<file path="config.mk">
export PLATFORM = sky130hd
export DESIGN_NAME = des_stream_engine_flat
export DESIGN_NICKNAME = d
export VERILOG_FILES = /design/src/rtl/des_stream_engine_if.sv /design/src/rtl/des_stream_engine.sv /design/src/flat_wrapper.sv
export SDC_FILE = /design/constraint.sdc
export NUM_CORES = 1
export LEC_CHECK = 0
export ABC_AREA = 1
export CAP_MARGIN = 20
export CORE_MARGIN = 1
export CORE_UTILIZATION = 54
export CTS_CLUSTER_DIAMETER = 50
export DETAILED_ROUTE_END_ITERATION = 12
export PLACE_DENSITY = 0.8
export SETUP_SLACK_MARGIN = 0.3
export SYNTH_ARGS = -nofsm -noshare
export SYNTH_HDL_FRONTEND = slang
export SYNTH_SLANG_ARGS = --single-unit
</file>
<file path="constraint.sdc">
create_clock -name clk -period 12.25 [get_ports clk]
set_clock_uncertainty 0.05 [all_clocks]
set_input_delay 3.675 -clock clk [delete_from_list [all_inputs] [get_ports clk]]
set_output_delay 3.675 -clock clk [all_outputs]
set_load 0.03 [all_outputs]
</file>
<file path="src/rtl/des_stream_engine_if.sv">
// One AXI-Stream channel. The engine takes its input block stream on a slave
// instance and drives its result stream on a master instance.
interface des_stream_engine_if #(
  parameter int DATA_W = 64
);
  logic [DATA_W-1:0] tdata;
  logic              tvalid;
  logic              tready;

  modport master (output tdata, output tvalid, input tready);
  modport slave  (input tdata, input tvalid, output tready);
endinterface

</file>
<file path="src/rtl/des_stream_engine.sv">
// AXI-Stream front end for the iterative DES round core: issues one round per
// cycle, applies ECB/CBC chaining and buffers results in a small output FIFO.
module des_stream_engine #(
  parameter int DATA_W     = 64,
  parameter int NUM_ROUNDS = 16,
  parameter int ROUND_W    = 4,
  parameter int CORE_LAT   = 1,
  parameter int OUT_DEPTH  = 4
) (
  input  logic                clk,
  input  logic                rst,
  des_stream_engine_if.slave  s_axis,
  des_stream_engine_if.master m_axis,
  input  logic                cfg_decrypt,
  input  logic                cfg_cbc,
  input  logic [DATA_W-1:0]   iv,
  input  logic                iv_load,
  output logic [DATA_W-1:0]   core_din,
  output logic [ROUND_W-1:0]  core_round,
  output logic                core_decrypt,
  input  logic [DATA_W-1:0]   core_dout,
  output logic                busy,
  output logic [31:0]         blk_count
);
  localparam int PTR_W     = $clog2(OUT_DEPTH);
  localparam int CNT_W     = $clog2(OUT_DEPTH) + 1;
  localparam int LAT_W     = (CORE_LAT > 1) ? $clog2(CORE_LAT) : 1;
  localparam int WAIT_LAST = (CORE_LAT > 1) ? CORE_LAT - 2 : 0;
  localparam logic [ROUND_W-1:0] LAST_ROUND = ROUND_W'(NUM_ROUNDS - 1);

  typedef enum logic [1:0] {IDLE, RUN, WAIT, CAPT} state_t;

  state_t              state, state_nxt;
  logic [LAT_W-1:0]    wait_ctr;
  logic                mode_cbc;
  logic [DATA_W-1:0]   chain, chain_cur, ct_save, res;
  logic                ready, accept, capt;

  logic [DATA_W-1:0]   mem [OUT_DEPTH];
  logic [PTR_W-1:0]    wptr, rptr;
  logic [CNT_W-1:0]    mem_count, fifo_count;
  logic [DATA_W-1:0]   out_data;
  logic                out_valid, pop, load_out;

  assign fifo_count = mem_count + CNT_W'(out_valid);
  assign ready      = !rst && (state == IDLE) && (fifo_count < CNT_W'(OUT_DEPTH));
  assign busy       = (state != IDLE);

  // An iv_load coinciding with acceptance must already chain this block.
  assign chain_cur = iv_load ? iv : chain;
  assign res       = (mode_cbc && core_decrypt) ? (core_dout ^ chain) : core_dout;

  assign s_axis.tready = ready;
  assign m_axis.tdata  = out_data;
  assign m_axis.tvalid = out_valid;

  always_ff @(posedge clk or posedge rst) begin
    if (rst) state <= IDLE;
    else     state <= state_nxt;
  end

  always_comb begin
    state_nxt = state;
    accept    = 1'b0;
    capt      = 1'b0;
    unique case (state)
      IDLE: if (s_axis.tvalid && ready) begin
        accept    = 1'b1;
        state_nxt = RUN;
      end
      RUN:  if (core_round == LAST_ROUND) state_nxt = (CORE_LAT > 1) ? WAIT : CAPT;
      WAIT: if (wait_ctr == LAT_W'(WAIT_LAST)) state_nxt = CAPT;
      CAPT: begin
        capt      = 1'b1;
        state_nxt = IDLE;
      end
      default: state_nxt = IDLE;
    endcase
  end

  always_ff @(posedge clk or posedge rst) begin
    if (rst) begin
      core_din     <= '0;
      core_round   <= '0;
      core_decrypt <= 1'b0;
      mode_cbc     <= 1'b0;
      wait_ctr     <= '0;
      chain        <= '0;
      blk_count    <= '0;
    end else begin
      if (accept) begin
        core_decrypt <= cfg_decrypt;
        mode_cbc     <= cfg_cbc;
        core_din     <= (cfg_cbc && !cfg_decrypt) ? (s_axis.tdata ^ chain_cur) : s_axis.tdata;
        core_round   <= '0;
      end else if (state == RUN && core_round != LAST_ROUND) begin
        core_round <= core_round + ROUND_W'(1);
      end

      if (state == WAIT) wait_ctr <= wait_ctr + LAT_W'(1);
      else               wait_ctr <= '0;

      if (state == IDLE && iv_load)  chain <= iv;
      else if (capt && mode_cbc)     chain <= core_decrypt ? ct_save : res;

      if (capt) blk_count <= blk_count + 32'd1;
    end
  end

  // Output FIFO: storage ring feeding a registered head; a new entry becomes
  // visible one cycle after it is written.
  assign pop      = out_valid && m_axis.tready;
  assign load_out = (mem_count != '0) && (!out_valid || pop);

  always_ff @(posedge clk) begin
    if (accept) ct_save   <= s_axis.tdata;
    if (capt)   mem[wptr] <= res;
  end

  always_ff @(posedge clk or posedge rst) begin
    if (rst) begin
      wptr      <= '0;
      rptr      <= '0;
      mem_count <= '0;
      out_data  <= '0;
      out_valid <= 1'b0;
    end else begin
      if (capt) wptr <= wptr + PTR_W'(1);
      if (load_out) begin
        rptr      <= rptr + PTR_W'(1);
        out_data  <= mem[rptr];
        out_valid <= 1'b1;
      end else if (pop) begin
        out_valid <= 1'b0;
      end
      mem_count <= mem_count + CNT_W'(capt) - CNT_W'(load_out);
    end
  end
endmodule

</file>
<file path="src/flat_wrapper.sv">
// flat-port wrapper written by rule: the top's interface ports become plain ports
module des_stream_engine_flat 
#(
  parameter int DATA_W     = 64,
  parameter int NUM_ROUNDS = 16,
  parameter int ROUND_W    = 4,
  parameter int CORE_LAT   = 1,
  parameter int OUT_DEPTH  = 4
)
  (clk, rst, cfg_decrypt, cfg_cbc, iv, iv_load, core_din, core_round, core_decrypt, core_dout, busy, blk_count, s_axis_tdata, s_axis_tvalid, s_axis_tready, m_axis_tdata, m_axis_tvalid, m_axis_tready);
  des_stream_engine_if #(.DATA_W(DATA_W)) s_axis_i ();
  des_stream_engine_if #(.DATA_W(DATA_W)) m_axis_i ();
  input  logic clk;
  input  logic rst;
  input  logic cfg_decrypt;
  input  logic cfg_cbc;
  input  logic [DATA_W-1:0] iv;
  input  logic iv_load;
  output logic [DATA_W-1:0] core_din;
  output logic [ROUND_W-1:0] core_round;
  output logic core_decrypt;
  input  logic [DATA_W-1:0] core_dout;
  output logic busy;
  output logic [31:0] blk_count;
  input wire logic [$bits(s_axis_i.tdata)-1:0] s_axis_tdata;
  input wire logic [$bits(s_axis_i.tvalid)-1:0] s_axis_tvalid;
  output wire logic [$bits(s_axis_i.tready)-1:0] s_axis_tready;
  output wire logic [$bits(m_axis_i.tdata)-1:0] m_axis_tdata;
  output wire logic [$bits(m_axis_i.tvalid)-1:0] m_axis_tvalid;
  input wire logic [$bits(m_axis_i.tready)-1:0] m_axis_tready;
  assign s_axis_i.tdata = s_axis_tdata;
  assign s_axis_i.tvalid = s_axis_tvalid;
  assign s_axis_tready = s_axis_i.tready;
  assign m_axis_tdata = m_axis_i.tdata;
  assign m_axis_tvalid = m_axis_i.tvalid;
  assign m_axis_i.tready = m_axis_tready;
  des_stream_engine #(.DATA_W(DATA_W), .NUM_ROUNDS(NUM_ROUNDS), .ROUND_W(ROUND_W), .CORE_LAT(CORE_LAT), .OUT_DEPTH(OUT_DEPTH)) u_core (.clk(clk), .rst(rst), .s_axis(s_axis_i), .m_axis(m_axis_i), .cfg_decrypt(cfg_decrypt), .cfg_cbc(cfg_cbc), .iv(iv), .iv_load(iv_load), .core_din(core_din), .core_round(core_round), .core_decrypt(core_decrypt), .core_dout(core_dout), .busy(busy), .blk_count(blk_count));
endmodule
</file>
[After elaboration in Yosys (flattened, before gate mapping)]
Memories as Yosys holds them, arrays and structs flattened. A register that Yosys moved wholly into a read port is not among the register bits.
Index checks and enable logic that the tools add are counted.
Operators by class
  equality and inequality tests: 8
  muxes and demuxes: 20
  reduce and logical (&&, ||, !) cells: 21
  add/sub/neg operators: 8
  order comparisons: 1
  bitwise gates (word level): 2
Operator list (count)
  64-bit 2-to-1 mux: 6
  64-bit XOR: 2
  32-bit by 1-bit adder with 32-bit output, second input constant: 1
  1-bit logical AND: 10
  1-bit 2-to-1 mux: 8
  4-bit 2-to-1 mux: 2
  2-bit one-hot mux with 4 select lines: 1
  2-bit nonzero test: 4
  3-bit by 1-bit adder with 3-bit output: 2
  2-bit 2-to-1 mux: 3
  2-bit by 1-bit adder with 2-bit output, second input constant: 2
  4-bit by 1-bit adder with 4-bit output, second input constant: 1
  2-bit equality test, second input constant: 2
  4-bit equality test, second input constant: 1
  2-bit != test, second input constant: 2
  4-bit != test, second input constant: 1
  1-bit logical NOT: 3
  3-bit < comparator, second input constant: 1
  3-bit AND reduction: 1
  3-bit nonzero test: 1
  3-bit by 1-bit subtractor with 3-bit output: 1
  2-bit by 1-bit equality test with 1-bit output, second input constant: 1
  2-bit logical NOT: 1
  2-bit by 1-bit != test with 1-bit output, second input constant: 1
  2 further kinds: 2
Word-level totals
  register bits after elaboration: 241
  RAM bits: 256
  memories kept: 1
Memory list
  u_core.mem: depth 4, bits a word 64, read ports 1, clocked after memory_dff 1, wr ports 1, RTL line des_stream_engine.sv:39  | logic [DATA_W-1:0] mem [OUT_DEPTH];

[Longest topological paths before layout]
  depth in word-level cells: 7
  gate-level depth with buffers: 11
  gate-level depth less buffers: 9

[Worst setup path before layout]
No wires, ideal clock.
  path kind: input to output
  start point: in rst
  end point: out s_axis_tready
  setup slack: 4404 ps
  data required time: 8525 ps
  path buffers: 0
  data arrival time: 4121 ps
  cell stages on the path: 2
  path through: nor2_2 > and3_1
On the way
  word-level cells in the longest chain between the ends: 3
RTL lines
  start: declaration: RTL line flat_wrapper.sv:14  | input logic rst;
  1-bit logical NOT: RTL line des_stream_engine.sv:46  | assign ready = !rst && (state == IDLE) && (fifo_count < CNT_W'(OUT_DEPTH));
  1-bit logical AND (2 in a row): RTL line des_stream_engine.sv:46
  end: declaration: RTL line flat_wrapper.sv:27  | output wire logic [$bits(s_axis_i.tready)-1:0] s_axis_tready;
Every way passes these cells.

[Final worst setup path]
Ends and elaborated chain as after synthesis.

==> metrics.txt <==
Via density=approximately 5.6; total routed wirelength=around 66,000 um; final worst path period share=73.2%; CP max FO=2; layout cells sized above 1=7.49%; drt wl/cell=20.5 um; Sw Share=between 30% and 40%; CTS root buf=clkbuf_16; RSZ-0062 raised after global routing=no; Logic pwr share=36.6%; I/O pin cnt=around 370; post_cts resized=0; clock network power share=between 20 and 25%; clk sink count=561; wire length on met1=between 20,000 and 30,000 um; via total after detailed routing=between 15k and 20k; Post-DRT Antenna Nets=0; register area share after synthesis=between 60% and 70%; DRC viols=0; Seq pwr share=~39%; pin count of the biggest net entering global routing=113; Reg clk slew, reported paths=0.06 ns; worst ir drop on vdd=0.000192 V; Hold Crit Class=flop to flop; setup bufs post-CTS=0; Crit Path Class=input port to output port; Routed met3 length=5450 um; die width=between 200 and 250 um; syn_area_per_cell=approximately 11 um2; Core Util, Final=about two thirds; later-pin clock latency in the skew report=roughly 0.61 ns; vias in the first global route=around 19k; Max Cap Violations=0; Initial Util=between 50% and 60%; global route overflow=0; clk buf depth=3; WP data arrival=roughly 5.2 ns; FMAX=about 110 MHz; Slew headroom=around 28%; LEAKAGE=approximately 12 nW; Slew Viols, Final=0; Crit. End Element=output port; uppermost layer routed=met5; WL met2=between 30,000 and 40,000 um; status=complete, no violations; distinct cell type count after synthesis=32; min Tclk post-route=approximately 9 ns; CTS Buf Count=between 50 and 60; Gate Count Post-Synth=between 2k and 2.5k; Internal=about 0.0046 W; hold bufs inserted after CTS=0; post-route setup TNS=0 ns; H-tree depth=2; 1st-pass router iterations=6; FF/Latch Area=15,600 um2; final number of hold-violating endpoints=0; gr usage total=between 20 and 30%; initial antenna violation count=5; Mapped Nets=2,469; final setup fails=0; CTS tree=built; number of port buffers=about 370; dpl hpwl=roughly 39,000 um; routability cong.=between 0.8 and 0.9; Post-Synthesis Cell Area=around 24,000 um2; fill count=around 3.2k; # rows=77; first-pass GRT wire length=103,000 um; core area=44,500 um2; CP Launch Type=input port; die footprint=46,200 um2; Worst Path Required=about 8.5 ns; total of warnings raised by yosys=0; Iteration-0 DRC Markers=between 1.5k and 2k; DIE HEIGHT=between 200 and 250 um; Least-Margin Pin Slew=between 1 and 1.5 ns; area of the multi-input gates=around 7600 um2; PD cells=between 200 and 250 nW/um2; Nets=2,793; Area growth syn-to-layout=24.8%; FF+latch count, synth=~560; Psw=about 0.0028 W
-- power groups by stage --
stage	sequential, W	combinational, W	clock, W
finish	0.00289	0.00273	0.00183
global route	0.00294	0.00296	0.00194
CTS	0.00288	0.00274	0.00186
detailed placement	0.00291	0.00272	0
global placement	0.00289	0.00263	0
floorplan	0.00326	0.00131	0
-- critical path, stage by stage --
cell             delay, ns
clkdlybuf4s50_1       0.52
nor2_2                0.22
and3_1                0.17
clkdlybuf4s50_1       0.66
-- Yosys cell counts, drive strengths merged --
library cell | n | share of area (%)
fa | 1 | 0.082
nand2 | 313 | 4.8
buf | 84 | 1.7
clkbuf | 39 | 0.60
and3 | 1 | 0.026
a31oi | 65 | 1.7
o221ai | 54 | 1.9
nor2 | 418 | 6.4
xor2 | 142 | 5.1
o21ai | 205 | 4.2
o211ai | 75 | 2.3
a21oi | 5 | 0.12
o21bai | 1 | 0.031
nand3 | 16 | 0.33
nand4 | 13 | 0.36
nor3 | 5 | 0.10
or2 | 1 | 0.026
edfxtp | 320 | 39
nand3b | 2 | 0.061
inv | 176 | 2.7
dfrtp | 241 | 25
xnor2 | 13 | 0.47
mux2 | 53 | 2.4
ha | 13 | 0.66
-- final timing paths --
path                                                   end  slack [ns]                        start  depth (start not counted)
hold / removal                   u_core.wait_ctr$_DFF_PP0_        0.38    u_core.wait_ctr$_DFF_PP0_                          1
min in group asynchronous  u_core.core_din[54]$_DFFE_PP0N_        3.61                          rst                          2
setup reg to reg              u_core.ct_save[21]$_DFFE_PN_        8.52  u_core.state[0]$_DFFE_PP0P_                          7
max in group asynchronous     u_core.chain[25]$_DFFE_PP0P_        6.90                          rst                          3
hold reg to reg                  u_core.wait_ctr$_DFF_PP0_        0.38    u_core.wait_ctr$_DFF_PP0_                          1
setup / recovery                             s_axis_tready        3.28                          rst                          4
-- state kept, by name (all words and copies together) (netlist names) --
name,flops
u_core.mem,256
u_core.core_din,64
u_core.m_axis.tvalid,1
u_core.mode_cbc,1
u_core.rptr,2
u_core.blk_count,32
u_core.core_round,4
u_core.mem_count,3
u_core.chain,64
u_core.wptr,2
u_core.state,2
u_core.ct_save,64
u_core.m_axis.tdata,64
u_core.wait_ctr,1
u_core.core_decrypt,1
-- logic make-up (layout without fill, tap and decap cells) --
| kind of cell | Yosys count | in the layout | synth area share, % |
|---|---|---|---|
| DFF | 561 | 561 | 63.9 |
| muxes | 53 | 53 | 2.44 |
| AOI/OAI and AO/OA | 405 | 405 | 10.2 |
| xor gates and xnor gates | 155 | 155 | 5.54 |
| and+or+nand+nor | 769 | 769 | 12.2 |
| adders and majority gates | 14 | 14 | 0.746 |
| other | 0 | 4 | 0 |
| buffers and inverters | 299 | 673 | 5.01 |
-- layout make-up --
cell class | instances | area share [%]
multi-input combinational | 1396 | 25.0
clock buffer | 74 | 5.39
timing repair buffer | 386 | 12.5
clock inverter | 37 | 1.21
inverter | 176 | 2.22
tap | 592 | 2.42
antenna | 4 | 0.0328
sequential | 561 | 51.2
-- cell usage in the layout, fill, tap and decap left out, types with 13 or more instances in the layout --
master / Yosys / routed
mux2_2: 53 / 53
o221ai_1: 54 / 54
nand3_1: 16 / 16
o21ai_1: 66 / 66
inv_1: 170 / 164
o211ai_1: 75 / 75
edfxtp_1: 320 / 320
buf_4: 7 / 21
dfrtp_1: 241 / 238
ha_1: 13 / 13
o21ai_0: 139 / 139
a31oi_1: 65 / 65
nor2_1: 414 / 414
xor2_1: 142 / 142
clkdlybuf4s50_1: 0 / 365
nand2_1: 312 / 310
xnor2_1: 13 / 13
clkinv_2: 0 / 18
clkbuf_16: 0 / 62
-- metrics by stage --
stage | worst slack (ns) | power [W] | instance area (um2) | hold slack (ns) | std cells
3_3_place_gp | 3.24 | 0.00552 | 28500 | 0.362 | 3111
4_1_cts | 3.28 | 0.00748 | 30500 | 0.383 | 3222
6_report | 3.28 | 0.00745 | 30600 | 0.383 | 3226
5_1_grt | 3.22 | 0.00784 | 30600 | 0.432 | 3225
2_1_floorplan | 1.91 | 0.00457 | 24500 | 0.350 | 2256
3_5_place_dp | 3.28 | 0.00564 | 28500 | 0.368 | 3111
-- routing by layer --
metal	GRT usage, %	vias to the layer above
met4	10.4	4
met2	47.4	830
met3	5.70	143
met1	37.9	8773
met5	0	-
li1	-	8322
Power figures use the tool's default switching activity.
